**src/rtl/orv64_typedef_pkg.sv**
```systemverilog
// Shared ITB types: address/data widths of the trace RAM, controller state
// encoding and the instruction-size constants used by the PC predictor.
package orv64_typedef_pkg;

  typedef logic [7:0]  orv64_itb_addr_t;
  typedef logic [38:0] orv64_itb_data_t;

  typedef enum logic [1:0] {
    ITB_IDLE   = 2'd0,
    ITB_RUN    = 2'd1,
    ITB_POST   = 2'd2,
    ITB_FROZEN = 2'd3
  } orv64_itb_state_e;

  localparam int unsigned ORV64_ITB_INST_BYTES = 4;
  localparam int unsigned ORV64_ITB_RVC_BYTES  = 2;

endpackage : orv64_typedef_pkg

```
**src/rtl/orv64_itb_filter.sv**
```systemverilog
// Commit-stream filter: predicts the next sequential PC and flags commits
// that must be recorded (every commit, the first after enable, or any
// control-flow discontinuity in discontinuity-only mode).
module orv64_itb_filter
  import orv64_typedef_pkg::*;
#(
  parameter int unsigned PC_W = $bits(orv64_itb_data_t)
) (
  input  logic            clk,
  input  logic            rst,
  input  logic            active_i,        // tracing (RUN/POST) and not being cleared
  input  logic            mode_i,          // 0: all commits, 1: discontinuities only
  input  logic            set_first_i,     // entering RUN: next commit always records
  input  logic            clr_first_i,     // restart pulse
  input  logic            commit_valid_i,
  input  logic [PC_W-1:0] commit_pc_i,
  input  logic            commit_is_rvc_i,
  output logic            qual_o
);

  logic [PC_W-1:0] exp_pc_q, exp_pc_d;
  logic            first_q;
  logic            track;

  assign track = active_i & commit_valid_i;

  // Sequential successor of the retiring instruction, wrapping at 2**PC_W.
  always_comb begin
    // NOTE: combinational blocks use blocking '='; only flops use '<='.
    exp_pc_d = commit_pc_i + (commit_is_rvc_i ? PC_W'(ORV64_ITB_RVC_BYTES)
                                              : PC_W'(ORV64_ITB_INST_BYTES));
  end

  // Predicted-PC and first-commit flag registers.
  always_ff @(posedge clk) begin
    if (rst) begin
      exp_pc_q <= '0;
      first_q  <= 1'b0;
    end else begin
      if (clr_first_i)      first_q <= 1'b0;
      else if (set_first_i) first_q <= 1'b1;
      else if (track)       first_q <= 1'b0;
      if (track) exp_pc_q <= exp_pc_d;
    end
  end

  assign qual_o = track & (~mode_i | first_q | (commit_pc_i != exp_pc_q));

endmodule : orv64_itb_filter

```
**src/rtl/orv64_itb_ctrl.sv**
```systemverilog
// ITB write controller: filters the commit stream, drives the write port of
// the trace RAM with a wrapping pointer, and freezes a configurable number of
// entries after a trigger so the debugger sees a stable history.
module orv64_itb_ctrl
  import orv64_typedef_pkg::*;
#(
  parameter int unsigned ADDR_W = $bits(orv64_itb_addr_t),
  parameter int unsigned PC_W   = $bits(orv64_itb_data_t)
) (
  input  logic              clk,
  input  logic              rst,
  input  logic              cfg_itb_en,
  input  logic              cfg_itb_mode,
  input  logic [ADDR_W-1:0] cfg_post_trig_cnt,
  input  logic              trig,
  input  logic              clr,
  input  logic              commit_valid,
  input  logic [PC_W-1:0]   commit_pc,
  input  logic              commit_is_rvc,
  input  logic              dbg_busy,
  output logic              itb_en,
  output logic [ADDR_W-1:0] itb_addr,
  output logic [PC_W-1:0]   itb_data,
  output logic [ADDR_W-1:0] itb_wptr,
  output logic              itb_wrapped,
  output logic              itb_frozen,
  output logic              itb_drop
);

  orv64_itb_state_e  state_q, state_d;
  logic [ADDR_W-1:0] post_cnt_q, post_cnt_d;
  logic [ADDR_W-1:0] wptr_q, wptr_d;
  logic [ADDR_W-1:0] addr_q;
  logic [PC_W-1:0]   data_q;
  logic              en_q, wrapped_q, drop_q;

  logic active, set_first, qual, issue, lost;

  assign active    = ((state_q == ITB_RUN) || (state_q == ITB_POST)) && !clr;
  assign set_first = (state_q == ITB_IDLE) && cfg_itb_en && !clr;
  assign issue     = qual & ~dbg_busy;
  assign lost      = qual &  dbg_busy;

  orv64_itb_filter #(.PC_W(PC_W)) u_filter (
    .clk             (clk),
    .rst             (rst),
    .active_i        (active),
    .mode_i          (cfg_itb_mode),
    .set_first_i     (set_first),
    .clr_first_i     (clr),
    .commit_valid_i  (commit_valid),
    .commit_pc_i     (commit_pc),
    .commit_is_rvc_i (commit_is_rvc),
    .qual_o          (qual)
  );

  // Next-state and post-trigger counter; clr overrides everything.
  always_comb begin
    // NOTE: every signal assigned here gets a default first, so no path infers a latch.
    state_d    = state_q;
    post_cnt_d = post_cnt_q;
    unique case (state_q)
      ITB_IDLE: begin
        if (cfg_itb_en) state_d = ITB_RUN;
      end
      ITB_RUN: begin
        if (!cfg_itb_en) begin
          state_d = ITB_IDLE;
        end else if (trig) begin
          // An entry issued alongside the trigger is pre-trigger history.
          post_cnt_d = cfg_post_trig_cnt;
          state_d    = (cfg_post_trig_cnt == '0) ? ITB_FROZEN : ITB_POST;
        end
      end
      ITB_POST: begin
        if (issue) post_cnt_d = post_cnt_q - ADDR_W'(1);
        if (!cfg_itb_en) begin
          state_d = ITB_IDLE;
        end else if (issue && (post_cnt_q == ADDR_W'(1))) begin
          state_d = ITB_FROZEN;
        end
      end
      ITB_FROZEN: begin
        state_d = ITB_FROZEN;
      end
      default: state_d = ITB_IDLE;
    endcase
    if (clr) begin
      state_d    = ITB_IDLE;
      post_cnt_d = '0;
    end
  end

  // Write pointer advances only on issued entries and is zeroed by clr.
  always_comb begin
    wptr_d = wptr_q;
    if (clr)        wptr_d = '0;
    else if (issue) wptr_d = wptr_q + ADDR_W'(1);
  end

  // State register.
  always_ff @(posedge clk) begin
    if (rst) state_q <= ITB_IDLE;
    else     state_q <= state_d;
  end

  // Registered RAM write port, pointer and sticky status flags.
  always_ff @(posedge clk) begin
    if (rst) begin
      post_cnt_q <= '0;
      wptr_q     <= '0;
      en_q       <= 1'b0;
      addr_q     <= '0;
      data_q     <= '0;
      wrapped_q  <= 1'b0;
      drop_q     <= 1'b0;
    end else begin
      post_cnt_q <= post_cnt_d;
      wptr_q     <= wptr_d;
      en_q       <= issue;
      if (issue) begin
        addr_q <= wptr_q;
        data_q <= commit_pc;
      end
      if (clr)                          wrapped_q <= 1'b0;
      else if (issue && (&wptr_q))      wrapped_q <= 1'b1;
      if (clr)       drop_q <= 1'b0;
      else if (lost) drop_q <= 1'b1;
    end
  end

  assign itb_en      = en_q;
  assign itb_addr    = addr_q;
  assign itb_data    = data_q;
  assign itb_wptr    = wptr_q;
  assign itb_wrapped = wrapped_q;
  assign itb_frozen  = (state_q == ITB_FROZEN);
  assign itb_drop    = drop_q;

endmodule : orv64_itb_ctrl

```
**config.mk**
```make
export PLATFORM = sky130hd
export DESIGN_NAME = orv64_itb_ctrl
export DESIGN_NICKNAME = d
export VERILOG_FILES = /design/src/rtl/orv64_typedef_pkg.sv /design/src/rtl/orv64_itb_filter.sv /design/src/rtl/orv64_itb_ctrl.sv
export SDC_FILE = /design/constraint.sdc
export NUM_CORES = 1
export LEC_CHECK = 0
export BUFFER_PORTS_ARGS = -buffer_cell sky130_fd_sc_hd__buf_2
export CAP_MARGIN = 20
export CORE_ASPECT_RATIO = 1.2
export CORE_MARGIN = 4
export CORE_UTILIZATION = 28
export CTS_CLUSTER_SIZE = 12
export DETAILED_ROUTE_END_ITERATION = 12
export PLACE_DENSITY_LB_ADDON = 0.08
export SYNTH_ARGS = -nofsm -noshare
export SYNTH_HDL_FRONTEND = slang
export SYNTH_SLANG_ARGS = --single-unit
export TNS_END_PERCENT = 1
```
**constraint.sdc**
```tcl
create_clock -name clk -period 4.9 [get_ports clk]
set_clock_uncertainty 0.05 [all_clocks]
set_input_delay 0.735 -clock clk [delete_from_list [all_inputs] [get_ports clk]]
set_output_delay 0.735 -clock clk [all_outputs]
set_load 0.02 [all_outputs]
```
Yosys cells after proc, flatten, opt, wreduce, memory -nomap -nowiden
Cells that the tools add are included.
W data, S select, Z words.
{ "totals": {"reg_bits": 108, "elab_cells": 61, "output_inout_bits": 59, "input_bits": 56} }
{ "classes": {"eq_ne": 11, "n_reduce_logical": 15, "n_addsub": 3, "mux": 14, "bitwise_logic": 8} }
{ "ops": {"columns": ["operator", "count"], "rows": [
  ["$add A39 B39 Y39", 1],
  ["$ne A39 B39 Y1", 1],
  ["$mux W8", 3],
  ["$pmux W8 S2", 1],
  ["$mux W2", 5],
  ["$add A8 B1 Y8 const B", 1],
  ["$eq A8 B1 Y1 const B", 1],
  ["$logic_not A8 Y1", 1],
  ["$ne A2 B2 Y1 const B", 4],
  ["$pmux W2 S4", 1],
  ["$reduce_and A8 Y1", 1],
  ["$sub A8 B1 Y8 const B", 1],
  ["$logic_and A1 B1 Y1", 5],
  ["$and A1 B1 Y1", 4],
  ["$eq A2 B2 Y1 const B", 2],
  ["$reduce_and A4 Y1", 1],
  ["$reduce_bool A2 Y1", 2],
  ["$mux W1", 3],
  ["$mux W3", 1],
  ["$ne A3 B2 Y1 const B", 1],
  ["$ne A3 B3 Y1 const B", 1],
  ["$reduce_and A3 Y1", 1],
  ["$eq A2 B1 Y1 const B", 1],
  ["$logic_not A2 Y1", 1],
  ["other kinds (5)", 7]
]} }

Depth between registers and ports, before layout
{ "depth": {"ltp_word": 10, "depth_mapped": 10, "mapped_depth_nobuf": 8} }

By module
Synthesis repeated with hierarchy kept, for this count alone.
{ "hier_totals": {"cells_unflattened": 732, "area_unflattened_um2": 5740.5} }
{ "modules_own_cells": {"columns": ["mod", "area_per_inst_um2", "seq_area_each_um2", "instances", "cells_per_inst"], "rows": [
  ["orv64_itb_filter", 2909.0, 800.8, 1, 382],
  ["orv64_itb_ctrl", 2831.5, 1361.3, 1, 350]
]} }

Least setup slack after synthesis
Ideal clock, no wire load.
{ "synth_path": {"kind": "input port to flip-flop", "startpoint": "in commit_pc[3]", "endpoint": "reg addr_q[1] (netlist: itb_addr[1])", "required_ns": 4.718, "setup_time_ns": 0.132, "cell_stages": 10, "t_arrival_ns": 2.460, "n_path_buf": 4, "path_slack_ns": 2.258, "cell_sequence": "buf_2 -> xor2_1 -> nor4_1 -> nand4_1 -> or4_1 -> buf_2 -> buf_2 -> buf_2 -> nand3_1 -> a21oi_1"} }
{ "synth_via": {"elab_chain_cells": 4} }
{ "synth_rtl": {"columns": ["item", "line", "source"], "rows": [
  ["from (decl)", "orv64_itb_ctrl.sv:18", "input logic [PC_W-1:0] commit_pc,"],
  ["$ne A39 B39 Y1", "orv64_itb_filter.sv:47", "assign qual_o = track & (~mode_i | first_q | (commit_pc_i != exp_pc_q));"],
  ["$or A1 B1 Y1", "orv64_itb_filter.sv:47", null],
  ["$and A1 B1 Y1", "orv64_itb_filter.sv:47", null],
  ["$and A1 B1 Y1", "orv64_itb_ctrl.sv:41", "assign issue = qual & ~dbg_busy;"],
  ["to (signal assigned)", "orv64_itb_ctrl.sv:122", "addr_q <= wptr_q;"],
  ["to (decl)", "orv64_itb_ctrl.sv:33", "logic [ADDR_W-1:0] addr_q;"]
]} }
No other way between the ends.
A chain may end at the register's enable or synchronous reset.

Worst setup path after layout
{ "layout_path": {"startpoint": "in commit_pc[14]", "endpoint": "reg post_cnt_q[0]"} }
{ "layout_via": {"elab_chain_cells": 6} }
{ "layout_rtl": {"columns": ["item", "line", "source"], "rows": [
  ["$ne A39 B39 Y1", "orv64_itb_filter.sv:47", null],
  ["$or A1 B1 Y1", "orv64_itb_filter.sv:47", null],
  ["$and A1 B1 Y1", "orv64_itb_filter.sv:47", null],
  ["$and A1 B1 Y1", "orv64_itb_ctrl.sv:41", null],
  ["$ne A2 B2 Y1 (no source line)", null, null],
  ["$reduce_and A4 Y1 (no source line)", null, null],
  ["to (signal assigned)", "orv64_itb_ctrl.sv:118", "post_cnt_q <= post_cnt_d;"],
  ["to (decl)", "orv64_itb_ctrl.sv:31", "logic [ADDR_W-1:0] post_cnt_q, post_cnt_d;"]
]} }
No other way between the ends.

==> impl_metrics.yaml <==
run_status:
  status: "finished, final reports clean"
placed_design:
  place_congestion: 0.799
  dp_hpwl_um: 12900
  portBuffers: 114
logic_synthesis:
  synthAdderAreaFrac_pct: 2.48
  synth_edf_count: 0
  syn_inst: 712
  synth-seq-cells: 108
  netlist_area_mm2: 0.00586
  yosysWarningCount: 0
  yosysTopAreaCell: "dfxtp_1"
  synthFlopType: "dfxtp_1"
  synth_nets: 779
  synthMuxAreaShare_pct: 0.512
  synth.avg_cell_area_um2: 8.23
  async_flop_share_pct: 0
  synth_cell_type_count: 59
  synth_compound_gate_area_share_pct: 19.9
  synth_top_family_by_area: "simple AND/OR/NAND/NOR gates"
  synthXorXnorAreaFrac_pct: 10.8
  ys_seq_area_share_pct: 36.9
  yosys.area_share.simple_pct: 23.1
  synth_top_area_share_pct: 36.9
  synth_area_leaders: "dfxtp_1, xor2_1, nand3_1"
floorplan:
  row_count: 57
  start_util_pct: 28.7
  die_w_um: 140
  core_mm2: 0.0204
  io_pins: 115
  die_h_um: 167
  design.die.area_mm2: 0.0233
sta:
  finalHoldViolCount: 0
  slew_viol_final: 0
  timing.fmax_mhz: 345
  setup_viol: 0
  period_needed_ps: 2900
  rsz0062_at_grt: "false"
  slew_headroom_pct: 29.7
  finalSetupTns_ps: 0
  worst-slew-pin-transition_ps: 1050
  timing.final.crit_share_pct: 59.2
clock_tree:
  clockRootBuffer: "clkbuf_16"
  post_cts_buffers: 0
  htreeDepth: 3
  cts_max_path_buffers: 2
  clk-insertion-delay-late_ps: 360
  cts.sinks: 108
  cts_buffers: 9
  cts-resized-gates: 0
  cts_tree: "built"
  cts_hold_buf: 0
  cts.clk_slew.worst_paths_ps: 70
critical_path:
  cp_num_buf_inv: 2
  path_cells: "buf_2 -> xor2_1 -> nor4_1 -> nand3_1 -> or4_2 -> buf_4 -> a41o_1 -> a32o_1"
  required_ps: 5100
  critPathMaxFanout: 31
  start_kind: "input port"
  end_kind: "flip-flop"
  slowest_delay_ps: 590
  crit_family: "simple AND/OR/NAND/NOR gates"
  crit_arrival_ps: 3100
  r2r_cells: 7
  cp_slowest_cell: "or4_2"
  criticalPathCategory: "in2reg"
  cp.depth: 8
global_route:
  antenna_found_initial: 0
  grt_max_degree: 88
  grt_pass1_wl_um: 29300
  track_usage_pct: 15.5
  grt_pass1_vias: 5344
  grt-ovfl-total: 0
routing:
  avgRoutedWirePerCell_um: 17.2
  final_antenna_net_count: 0
  drt_iter0_markers: 318
  drc_errors: 0
  vias: 5474
  drt_pass1_iterations: 5
  drt-total-wl_um: 18200
  vias_per_cell: 5.18
hold_path:
  hold_depth: 2
  hp-class: "reg2reg"
cells_and_area:
  drive_above_1_share_pct: 20.6
  final_core_utilization_pct: 33.5
  nets: 854
  layout_common_cells: "buf_2, dfxtp_1, nand3_1"
  diodes: 0
  final_common_cell: "buf_2"
  area_growth_pct: 16.6
flow_run:
  max_cap_viol_count: 0
power_and_ir_drop:
  ir_drop_mv: 0.151
  p_leak_nw: 2.58
  power.density_mw_per_mm2: 264
[final cells by class]
type	count	area, um2
inverters	12	45.0
fillers	2265	13600
multi-input cells	532	3350
clock buffers	9	225
repair buffers	124	664
well taps	265	332
flip-flops and latches	108	2160
clock inverters	7	57.6
[stage by stage]
stage          area (um2)  power [mW]  hold WS, ps  std cells  worst slack (ps)
2_1_floorplan        5860        1.03          398        712              2260
5_1_grt              6830        1.90          443       1057              1770
6_report             6830        1.80          422       1057              2000
3_5_place_dp         6540        1.11          412       1040              1640
4_1_cts              6820        1.84          422       1056              1950
3_3_place_gp         6520        1.10          405       1039              1640
[synth_stat cells (all sizes together) (2+ instances only)]
master and instances:
a211oi 34, a21oi 65, a311oi 4, a31oi 7, a41o 2, and2 4, and3 8, and4 4
buf 19, clkbuf 40, dfxtp 108, ha 10, inv 12, mux2i 3, nand2 35, nand2b 4
nand3 75, nand4 8, nor2 59, nor2b 4, nor3 11, nor3b 2, nor4 24, o211ai 3
o21ai 57, o311ai 2, o31ai 6, or3 8, or4 7, xnor2 12, xor2 60
[sequential cells by signal, summed over array words and instances (netlist names)]
signal and flops:
itb_drop 1, itb_wrapped 1, u_filter.exp_pc_q 39, state_q 2
itb_data 39, itb_en 1, u_filter.first_q 1, post_cnt_q 8
itb_wptr 8, itb_addr 8
[worst min-delay path, cell delays in order (launching register included)]
cell     delay, ps
dfxtp_1        320
nand2_1         50
a21oi_1         50
[worst paths after layout]
kind	from	to	slack, ps
worst min register to register	u_filter.exp_pc_q[0]$_SDFFE_PP0P_	u_filter.exp_pc_q[0]$_SDFFE_PP0P_	420
worst min-delay path	u_filter.exp_pc_q[0]$_SDFFE_PP0P_	u_filter.exp_pc_q[0]$_SDFFE_PP0P_	420
worst max register to register	state_q[1]$_SDFFE_PP0P_	itb_wptr[5]$_SDFFE_PP0P_	2000
worst max-delay path	commit_pc[14]	post_cnt_q[0]$_SDFFE_PP0P_	2000
[power breakdown]
part	leakage, nW	internal, mW	switching [mW]
registers	0.872	0.890	0.00794
logic	1.57	0.0651	0.121
clock network	0.141	0.354	0.363
[cells by family (layout without fill, tap and decap cells)]
logic type	Yosys count	in the layout
AO/OA/AOI/OAI	188	188
XOR/XNOR	72	72
adder cells (fa/ha/maj)	11	11
buffers and inverters	72	152
flip-flops	108	108
multiplexers	3	3
AND/OR/NAND/NOR	258	258
[metal layers]
layer,wire length [um],global-route usage [%],vias to the layer above
met5,0,0,-
met4,281,5.35,0
met3,769,2.27,16
met2,8870,26.7,131
met1,8240,19.7,2610
li1,-,-,2717
Power figures use the tool's default switching activity.
